--- config.mk ---
export PLATFORM = sky130hd
export DESIGN_NAME = spdif_playback_ctrl_flat
export DESIGN_NICKNAME = d
export VERILOG_FILES = /design/src/rtl/spdif_playback_ctrl_if.sv /design/src/rtl/spdif_playback_ctrl.sv /design/src/flat_wrapper.sv
export SDC_FILE = /design/constraint.sdc
export NUM_CORES = 1
export LEC_CHECK = 0
export ABC_AREA = 0
export BUFFER_PORTS_ARGS = -buffer_cell sky130_fd_sc_hd__buf_2
export CORE_MARGIN = 3
export CORE_UTILIZATION = 56
export DETAILED_ROUTE_END_ITERATION = 8
export GPL_TIMING_DRIVEN = 0
export PLACE_DENSITY = 0.8
export SLEW_MARGIN = 20
export SYNTH_ARGS = -nofsm -noshare
export SYNTH_HDL_FRONTEND = slang
export SYNTH_SLANG_ARGS = --single-unit
export TNS_END_PERCENT = 30
--- constraint.sdc ---
create_clock -name clk -period 2 [get_ports clk]
set_input_delay 0.1 -clock clk [delete_from_list [all_inputs] [get_ports clk]]
set_output_delay 0.1 -clock clk [all_outputs]
set_load 0.1 [all_outputs]
--- src/rtl/spdif_playback_ctrl_if.sv ---
// Handshake bundle between the S/PDIF playback controller and its FIFO / I2S neighbours.
// master = surrounding datapath, slave = spdif_playback_ctrl.
interface spdif_playback_ctrl_if;
  logic       sample_ready;
  logic       spdif_fault;
  logic       next_sample;
  logic       fifo_empty;
  logic       fifo_full;
  logic       fifo_read;
  logic       fifo_flush;
  logic       mute;
  logic [7:0] gain;
  logic [2:0] state;
  logic [7:0] xrun_cnt;

  modport master (
    output sample_ready, spdif_fault, next_sample, fifo_empty, fifo_full,
    input  fifo_read, fifo_flush, mute, gain, state, xrun_cnt
  );

  modport slave (
    input  sample_ready, spdif_fault, next_sample, fifo_empty, fifo_full,
    output fifo_read, fifo_flush, mute, gain, state, xrun_cnt
  );
endinterface

--- src/rtl/spdif_playback_ctrl.sv ---
// S/PDIF -> FIFO -> I2S playback sequencer (clk_384 domain): lock, flush, prime, play, xrun recovery.
// Optional gain ramp enabled by defining SPDIF_PLAYBACK_CTRL_SOFT_MUTE_EN.
module spdif_playback_ctrl #(
  parameter int LOCK_SAMPLES = 64,
  parameter int TIMEOUT      = 4096,
  parameter int PRIME_LEVEL  = 2
`ifdef SPDIF_PLAYBACK_CTRL_SOFT_MUTE_EN
 ,parameter int RAMP_STEP    = 1
`endif
) (
  input logic                  clk,
  input logic                  resetn,
  spdif_playback_ctrl_if.slave bus
);

  localparam int LOCK_W  = $clog2(LOCK_SAMPLES + 1);
  localparam int WD_W    = $clog2(TIMEOUT);
  localparam int PRIME_W = $clog2(PRIME_LEVEL + 1);

  typedef enum logic [2:0] {
    ST_IDLE  = 3'd0,
    ST_LOCK  = 3'd1,
    ST_FLUSH = 3'd2,
    ST_PRIME = 3'd3,
    ST_PLAY  = 3'd4
  } state_e;

  state_e               state_r;
  state_e               state_nxt_s;
  logic [LOCK_W-1:0]    lock_cnt_r;
  logic [PRIME_W-1:0]   prime_cnt_r;
  logic [WD_W-1:0]      wd_cnt_r;
  logic                 fifo_flush_r;
  logic                 mute_r;
  logic [7:0]           gain_r;
  logic [7:0]           gain_nxt_s;
  logic [7:0]           xrun_cnt_r;
  logic                 timeout_s;
  logic                 abort_s;
  logic                 xrun_ev_s;
  logic                 lock_done_s;
  logic                 prime_done_s;

  assign timeout_s    = (state_r != ST_IDLE) && (wd_cnt_r == WD_W'(TIMEOUT - 1));
  assign abort_s      = bus.spdif_fault | timeout_s;
  // Overrun and underrun in the same cycle collapse into one event.
  assign xrun_ev_s    = (bus.sample_ready & bus.fifo_full) | (bus.next_sample & bus.fifo_empty);
  assign lock_done_s  = bus.sample_ready && (lock_cnt_r == LOCK_W'(LOCK_SAMPLES - 1));
  assign prime_done_s = bus.fifo_full ||
                        (bus.sample_ready && (prime_cnt_r == PRIME_W'(PRIME_LEVEL - 1)));

  // Next-state logic; fault beats timeout beats overrun/underrun.
  always_comb begin
    state_nxt_s = ST_IDLE;
    case (state_r)
      ST_IDLE: begin
        if (bus.sample_ready && !bus.spdif_fault) state_nxt_s = ST_LOCK;
        else                                      state_nxt_s = ST_IDLE;
      end
      ST_LOCK: begin
        if (abort_s)          state_nxt_s = ST_IDLE;
        else if (lock_done_s) state_nxt_s = ST_FLUSH;
        else                  state_nxt_s = ST_LOCK;
      end
      ST_FLUSH: begin
        if (abort_s) state_nxt_s = ST_IDLE;
        else         state_nxt_s = ST_PRIME;
      end
      ST_PRIME: begin
        if (abort_s)           state_nxt_s = ST_IDLE;
        else if (prime_done_s) state_nxt_s = ST_PLAY;
        else                   state_nxt_s = ST_PRIME;
      end
      ST_PLAY: begin
        if (abort_s)        state_nxt_s = ST_IDLE;
        else if (xrun_ev_s) state_nxt_s = ST_FLUSH;
        else                state_nxt_s = ST_PLAY;
      end
      default: state_nxt_s = ST_IDLE;
    endcase
  end

  // Gain target for the coming cycle, registered alongside the state.
  always_comb begin
    gain_nxt_s = 8'd0;
`ifdef SPDIF_PLAYBACK_CTRL_SOFT_MUTE_EN
    if (state_nxt_s != ST_PLAY || state_r != ST_PLAY) begin
      gain_nxt_s = 8'd0;
    end else if (bus.next_sample) begin
      if ({1'b0, gain_r} + 9'(RAMP_STEP) > 9'd255) gain_nxt_s = 8'd255;
      else                                         gain_nxt_s = gain_r + 8'(RAMP_STEP);
    end else begin
      gain_nxt_s = gain_r;
    end
`else
    if (state_nxt_s == ST_PLAY) gain_nxt_s = 8'd255;
    else                        gain_nxt_s = 8'd0;
`endif
  end

  // State and registered status outputs.
  always_ff @(posedge clk or negedge resetn) begin
    if (!resetn) begin
      state_r      <= ST_IDLE;
      fifo_flush_r <= 1'b0;
      mute_r       <= 1'b1;
      gain_r       <= 8'd0;
      xrun_cnt_r   <= 8'd0;
    end else begin
      state_r      <= state_nxt_s;
      fifo_flush_r <= (state_nxt_s == ST_FLUSH);
      mute_r       <= (state_nxt_s != ST_PLAY);
      gain_r       <= gain_nxt_s;
      if (state_r == ST_PLAY && !abort_s && xrun_ev_s && xrun_cnt_r != 8'd255)
        xrun_cnt_r <= xrun_cnt_r + 8'd1;
      else
        xrun_cnt_r <= xrun_cnt_r;
    end
  end

  // Lock, prime and watchdog counters.
  always_ff @(posedge clk or negedge resetn) begin
    if (!resetn) begin
      lock_cnt_r  <= '0;
      prime_cnt_r <= '0;
      wd_cnt_r    <= '0;
    end else begin
      case (state_r)
        ST_IDLE: begin
          if (bus.sample_ready && !bus.spdif_fault) lock_cnt_r <= LOCK_W'(1);
          else                                      lock_cnt_r <= '0;
        end
        ST_LOCK: begin
          if (bus.sample_ready) lock_cnt_r <= lock_cnt_r + LOCK_W'(1);
          else                  lock_cnt_r <= lock_cnt_r;
        end
        default: lock_cnt_r <= '0;
      endcase

      // The FLUSH cycle (and every non-PRIME state) leaves the prime count at zero.
      if (state_r == ST_PRIME && bus.sample_ready) prime_cnt_r <= prime_cnt_r + PRIME_W'(1);
      else if (state_r == ST_PRIME)                prime_cnt_r <= prime_cnt_r;
      else                                         prime_cnt_r <= '0;

      if (state_r == ST_IDLE || bus.sample_ready)  wd_cnt_r <= '0;
      else if (wd_cnt_r != WD_W'(TIMEOUT - 1))     wd_cnt_r <= wd_cnt_r + WD_W'(1);
      else                                         wd_cnt_r <= wd_cnt_r;
    end
  end

  assign bus.fifo_read  = resetn & (state_r == ST_PLAY) & bus.next_sample & ~bus.fifo_empty;
  assign bus.fifo_flush = fifo_flush_r;
  assign bus.mute       = mute_r;
  assign bus.gain       = gain_r;
  assign bus.state      = state_r;
  assign bus.xrun_cnt   = xrun_cnt_r;

endmodule

--- src/flat_wrapper.sv ---
// flat-port wrapper written by rule: the top's interface ports become plain ports
module spdif_playback_ctrl_flat 
#(
  parameter int LOCK_SAMPLES = 64,
  parameter int TIMEOUT      = 4096,
  parameter int PRIME_LEVEL  = 2

)
  (clk, resetn, bus_sample_ready, bus_spdif_fault, bus_next_sample, bus_fifo_empty, bus_fifo_full, bus_fifo_read, bus_fifo_flush, bus_mute, bus_gain, bus_state, bus_xrun_cnt);
  spdif_playback_ctrl_if bus_i ();
  input logic clk;
  input logic resetn;
  input wire logic [$bits(bus_i.sample_ready)-1:0] bus_sample_ready;
  input wire logic [$bits(bus_i.spdif_fault)-1:0] bus_spdif_fault;
  input wire logic [$bits(bus_i.next_sample)-1:0] bus_next_sample;
  input wire logic [$bits(bus_i.fifo_empty)-1:0] bus_fifo_empty;
  input wire logic [$bits(bus_i.fifo_full)-1:0] bus_fifo_full;
  output wire logic [$bits(bus_i.fifo_read)-1:0] bus_fifo_read;
  output wire logic [$bits(bus_i.fifo_flush)-1:0] bus_fifo_flush;
  output wire logic [$bits(bus_i.mute)-1:0] bus_mute;
  output wire logic [$bits(bus_i.gain)-1:0] bus_gain;
  output wire logic [$bits(bus_i.state)-1:0] bus_state;
  output wire logic [$bits(bus_i.xrun_cnt)-1:0] bus_xrun_cnt;
  assign bus_i.sample_ready = bus_sample_ready;
  assign bus_i.spdif_fault = bus_spdif_fault;
  assign bus_i.next_sample = bus_next_sample;
  assign bus_i.fifo_empty = bus_fifo_empty;
  assign bus_i.fifo_full = bus_fifo_full;
  assign bus_fifo_read = bus_i.fifo_read;
  assign bus_fifo_flush = bus_i.fifo_flush;
  assign bus_mute = bus_i.mute;
  assign bus_gain = bus_i.gain;
  assign bus_state = bus_i.state;
  assign bus_xrun_cnt = bus_i.xrun_cnt;
  spdif_playback_ctrl #(.LOCK_SAMPLES(LOCK_SAMPLES), .TIMEOUT(TIMEOUT), .PRIME_LEVEL(PRIME_LEVEL)) u_core (.clk(clk), .resetn(resetn), .bus(bus_i));
endmodule
# Word-level counts from Yosys, hierarchy flattened
# Cells that the tools add are included.
dict set report op_classes {
  mux 17
  n_lt_le_gt_ge 0
  div 0
  mul 0
  reduce_logical 15
  bitwise_logic 8
  shift 0
  addsub 4
  n_eq_ne 14
}
# op count
set ops {}
lappend ops {{12-bit two-way mux} 2}
lappend ops {{3-bit two-way mux} 5}
lappend ops {{3-bit case mux with 5 select lines} 1}
lappend ops {{7-bit case mux with 2 select lines} 1}
lappend ops {{12-bit by 1-bit adder with 12-bit output, second input constant} 1}
lappend ops {{12-bit == test, second input constant} 1}
lappend ops {{12-bit != test, second input constant} 1}
lappend ops {{3-bit by 2-bit == test with 1-bit output, second input constant} 3}
lappend ops {{8-bit by 1-bit adder with 8-bit output, second input constant} 1}
lappend ops {{1-bit logical AND} 8}
lappend ops {{2-bit two-way mux} 4}
lappend ops {{8-bit two-way mux} 1}
lappend ops {{8-bit != test, second input constant} 1}
lappend ops {{7-bit by 1-bit adder with 7-bit output, second input constant} 1}
lappend ops {{7-bit by 6-bit == test with 1-bit output, second input constant} 1}
lappend ops {{7-bit two-way mux} 1}
lappend ops {{3-bit == test, second input constant} 2}
lappend ops {{1-bit bitwise AND} 5}
lappend ops {{2-bit != test, second input constant} 2}
lappend ops {{3-bit by 1-bit == test with 1-bit output, second input constant} 1}
lappend ops {{3-bit zero test} 1}
lappend ops {{3-bit != test, second input constant} 1}
lappend ops {{3-bit nonzero test} 1}
lappend ops {{2-bit by 1-bit adder with 2-bit output, second input constant} 1}
lappend ops {{7 further kinds} 11}
dict set report word_totals {
  wordCells 66
  latch_bits 0
  mem_bits_rw 0
  ff_bits 42
  rom_bits 0
  output_inout_bits 22
  input_bits 7
  n_memories 0
}

# Logic depth before layout (Yosys ltp)
dict set report depth {
  word_depth 8
  ltp_mapped 6
  ltp_nobuf 6
}

# Worst setup path after synthesis
# No wires, ideal clock.
dict set report synth_path {
  path_type {reg2out}
  start {register u_core.state_r[2] (netlist: u_core.bus.state[2])}
  end {output port bus_fifo_read}
  path_stages_with_launch 3
  setup_slack_ps -1378
  arrival_ps 3278
  required_ps 1900
  n_path_buf 0
  cell_sequence {dfrtp_1 -> nand2_1 -> nor3_1}
}
dict set report synth_via {
  elab_chain_len 4
}
# item line
set synth_lines {}
lappend synth_lines {{start: declaration} spdif_playback_ctrl.sv:28} ;# state_e state_r;
lappend synth_lines {{start signal: assignment} spdif_playback_ctrl.sv:110} ;# state_r <= state_nxt_s;
lappend synth_lines {{3-bit == test} spdif_playback_ctrl.sv:151} ;# assign bus.fifo_read = resetn & (state_r == ST_PLAY) & bus.next_sample & ~bus.fifo_empty;
lappend synth_lines {{1-bit bitwise AND (3 in series)} spdif_playback_ctrl.sv:151}
lappend synth_lines {{end: declaration} flat_wrapper.sv:18} ;# output wire logic [$bits(bus_i.fifo_read)-1:0] bus_fifo_read;
# No other way between the ends.

# Final worst setup path
dict set report layout_path {
  start {register u_core.wd_cnt_r[0]}
  end {register u_core.xrun_cnt_r[6] (netlist: u_core.bus.xrun_cnt[6])}
}
dict set report layout_via {
  elab_chain_len 7
}
# item line
set layout_lines {}
lappend layout_lines {{start: declaration} spdif_playback_ctrl.sv:32} ;# logic [WD_W-1:0] wd_cnt_r;
lappend layout_lines {{start signal: assignment} spdif_playback_ctrl.sv:146} ;# else if (wd_cnt_r != WD_W'(TIMEOUT - 1)) wd_cnt_r <= wd_cnt_r + WD_W'(1);
lappend layout_lines {{start signal: assignment} spdif_playback_ctrl.sv:147} ;# else wd_cnt_r <= wd_cnt_r;
lappend layout_lines {{12-bit == test} spdif_playback_ctrl.sv:44} ;# assign timeout_s = (state_r != ST_IDLE) && (wd_cnt_r == WD_W'(TIMEOUT - 1));
lappend layout_lines {{1-bit logical AND} spdif_playback_ctrl.sv:44}
lappend layout_lines {{1-bit OR} spdif_playback_ctrl.sv:45} ;# assign abort_s = bus.spdif_fault | timeout_s;
lappend layout_lines {{1-bit zero test} spdif_playback_ctrl.sv:114} ;# if (state_r == ST_PLAY && !abort_s && xrun_ev_s && xrun_cnt_r != 8'd255)
lappend layout_lines {{1-bit logical AND (3 in series)} spdif_playback_ctrl.sv:114}
lappend layout_lines {{end signal: assignment} spdif_playback_ctrl.sv:115} ;# xrun_cnt_r <= xrun_cnt_r + 8'd1;
lappend layout_lines {{end signal: assignment} spdif_playback_ctrl.sv:117} ;# xrun_cnt_r <= xrun_cnt_r;
lappend layout_lines {{end: declaration} spdif_playback_ctrl.sv:37} ;# logic [7:0] xrun_cnt_r;
# No other way between the ends.
# A chain may end at the register's enable or synchronous reset.

==> results.json <==
{
  "status": "finished clean",
  "rsz0062_at_grt": "false",
  "ys.warnings.count": 0,
  "synth.cell_area_um2": 1860,
  "viasPerCell": 5.55,
  "cp_slowest_cell": "dfrtp_1",
  "die_h_um": 63.7,
  "crit_arrival_ns": 2.00,
  "std_cell_rows": 20,
  "num_io_pins": 29,
  "cts.repair.resized": 0,
  "syn_avg_cell_area_um2": 10.2,
  "grt-ovfl-total": 0,
  "maxCapViolations": 0,
  "vias": 1465,
  "ir_worst_vdd_v": 0.000449,
  "cts_tree": "yes",
  "pre_cts_slack_ns": 0.101,
  "grt_usage": 0.212,
  "post-route-util": 0.700,
  "cpPeakStageDelay_ns": 0.41,
  "drive_above_1_share": 0.323,
  "synth_edf_count": 0,
  "path_cells": "ha_1 -> nand3_2 -> o41ai_4 -> buf_6 -> nor4_2 -> xor2_1",
  "cts.reportedPaths.clkPinSlew_ns": 0.10,
  "grt_pass1_vias": 1450,
  "wl_per_cell_um": 13.6,
  "yosysSeqAreaShare": 0.471,
  "grt_antenna_before_repair": 0,
  "coreArea_um2": 3100,
  "fillers": 254,
  "cellPowerDensity_nw_per_um2": 567,
  "finalClockSkew_ns": 0.00542,
  "finalCriticalPeriod_ns": 1.79,
  "synth_cells": 182,
  "ant_nets": 0,
  "clk_latency_ns": 0.34,
  "dp_hpwl_mm": 2.62,
  "finalPower_uw": 1230,
  "ys_types": 45,
  "tns_ns": 0,
  "cts_sinks": 35,
  "setup_viol_count_final": 0,
  "drt_iter0_drc": 42,
  "firstDrtPassIters": 4,
  "hold_viol": 0,
  "initial_core_util": 0.600,
  "hold_class": "in -> reg",
  "cts_buffers": 5,
  "gp_congestion": 0.835,
  "p_leak_uw": 0.00100,
  "port-buffer-count": 28,
  "slew_viol_final": 0,
  "fin_ws_ns": 0.213,
  "critPathRequiredTime_ns": 2.21,
  "period_share": 0.894,
  "grt_pass1_wl_mm": 6.67,
  "ys_ff_latch": 35,
  "synthArstFlopShare": 1.00,
  "synthesis.nets": 193,
  "dieArea_um2": 4060,
  "fmax_mhz": 560,
  "endpoint_kind": "flop",
  "r2r_slack_ns": 0.21,
  "htreeDepth": 2,
  "num-nets-final": 230,
  "cts_root_buf": "clkbuf_4",
  "post_cts_buffers": 0,
  "crit_fanout": 10,
  "die_w_um": 63.7,
  "slew_headroom": 0.671,
  "drc": 0,
  "cts_buffer_depth": 2,
  "grt_max_degree": 35,
  "area_growth_syn_to_layout_pct": 16.6,
  "cp-start-kind": "flop",
  "antennaDiodeCount": 0,
  "critical_path_class": "reg -> reg",
  "ys.flop_type": "dfrtp_1",
  "wl_mm": 3.59,
  "worst_pin_slew_ns": 0.496
}
-- metrics by stage --
| stage | std cells | instance area (um2) | hold slack, ns |
|---|---|---|---|
| final | 264 | 2170 | 0.128 |
| after global routing | 264 | 2170 | 0.185 |
| after CTS | 264 | 2170 | 0.116 |
| after detailed placement | 254 | 2080 | 0.214 |
| after global placement | 254 | 2080 | 0.212 |
| after floorplan | 182 | 1890 | -0.196 |
-- state kept, by name, summed over array words and instances (netlist names) --
register               cells
u_core.wd_cnt_r           12
u_core.bus.xrun_cnt        8
u_core.lock_cnt_r          7
u_core.bus.state           3
u_core.prime_cnt_r         2
u_core.bus.fifo_flush      1
u_core.bus.gain            1
u_core.bus.mute            1
-- area by class of cell --
cell class / count / area [um2] / area share
Timing Repair Buffer: 30 / 170 / 0.0783
Clock inverter: 1 / 5.00 / 0.00230
Multi-Input combinational cell: 131 / 903 / 0.416
Tap cell: 44 / 55.1 / 0.0253
Inverter: 5 / 18.8 / 0.00864
Sequential cell: 35 / 890 / 0.410
Buffer: 11 / 75.1 / 0.0346
Clock buffer: 7 / 55.1 / 0.0253
-- timing repair --
item	4_1_cts	5_1_grt
endpoints found under the setup margin	0	3
endpoints found under the hold margin	34	0
hold buffers	2	0
-- routing by layer --
metal	track usage	routed length, um
met1	0.272	1590
met2	0.336	1790
met3	0.0677	149
met4	0.0755	65
met5	0	0
-- cell usage after synthesis (2+ instances only) --
cell type / instances / share of area
dfrtp_1: 34 / 0.46
nor2_1: 23 / 0.046
nand2_1: 14 / 0.028
xor2_1: 11 / 0.052
a21oi_1: 8 / 0.021
o21ai_0: 8 / 0.021
buf_4: 7 / 0.028
nand4_1: 6 / 0.020
inv_1: 5 / 0.010
nand3_1: 5 / 0.013
nor3_1: 5 / 0.013
a211oi_1: 4 / 0.016
ha_1: 4 / 0.027
nor3_2: 4 / 0.021
nor4_1: 4 / 0.013
or3_1: 4 / 0.013
xnor2_1: 4 / 0.019
a31oi_1: 2 / 0.0067
and4_4: 2 / 0.012
clkbuf_1: 2 / 0.0040
mux2i_1: 2 / 0.011
-- power by group --
| part | switching (uW) | internal [uW] | total, uW |
|---|---|---|---|
| clock network | 223 | 170 | 393 |
| registers | 9.59 | 715 | 725 |
| logic | 78.1 | 34.7 | 113 |
| total | 311 | 920 | 1230 |
-- layout by cell type, fill, tap and decap left out, types with 2 or more instances in the layout --
| cell | netlist | final |
|---|---|---|
| nor3_1 | 5 | 4 |
| or3_1 | 4 | 4 |
| a21oi_1 | 8 | 8 |
| nor2_1 | 23 | 23 |
| buf_4 | 7 | 7 |
| a211oi_1 | 4 | 4 |
| clkbuf_1 | 2 | 3 |
| clkbuf_4 | 0 | 5 |
| o21ai_0 | 8 | 8 |
| dfrtp_2 | 0 | 10 |
| xnor2_1 | 4 | 4 |
| nand2_1 | 14 | 14 |
| mux2i_1 | 2 | 2 |
| nor4_1 | 4 | 4 |
| a31oi_1 | 2 | 2 |
| buf_2 | 0 | 28 |
| ha_1 | 4 | 4 |
| nand4_1 | 6 | 6 |
| inv_1 | 5 | 5 |
| dfrtp_1 | 34 | 24 |
| and4_4 | 2 | 2 |
| nand3_1 | 5 | 5 |
| nor3_2 | 4 | 4 |
| xor2_1 | 11 | 11 |
-- critical path: cells and delay by family (launching register included) --
family                     cells  cell delay, ns
AOI/OAI and AO/OA              1            0.37
xor gates and xnor gates       1            0.16
adders and majority gates      1            0.24
buffers and inverters          1            0.21
DFF                            1            0.41
and+or+nand+nor                2            0.27
-- path summary, 6_finish.rpt --
kind	from	end	cells after the start
setup / recovery	u_core.wd_cnt_r[0]	u_core.bus.xrun_cnt[6]	6
setup reg to reg	u_core.wd_cnt_r[0]	u_core.bus.xrun_cnt[6]	6
hold reg to reg	u_core.bus.xrun_cnt[0]	u_core.bus.xrun_cnt[0]	1
hold / removal	bus_spdif_fault	u_core.lock_cnt_r[0]	4
max in group asynchronous	resetn	u_core.bus.xrun_cnt[6]	3
min in group asynchronous	resetn	u_core.bus.mute	2
-- kinds of logic after synthesis --
| family | count (synthesis) | share of synthesized area |
|---|---|---|
| fa+ha+maj | 4 | 0.0269 |
| compound gates | 31 | 0.124 |
| xor+xnor | 15 | 0.0705 |
| flops | 35 | 0.471 |
| simple gates | 78 | 0.238 |
| mux | 3 | 0.0188 |
| buf+inv | 16 | 0.0504 |
Note: power is estimated with default switching activity, not from simulation.
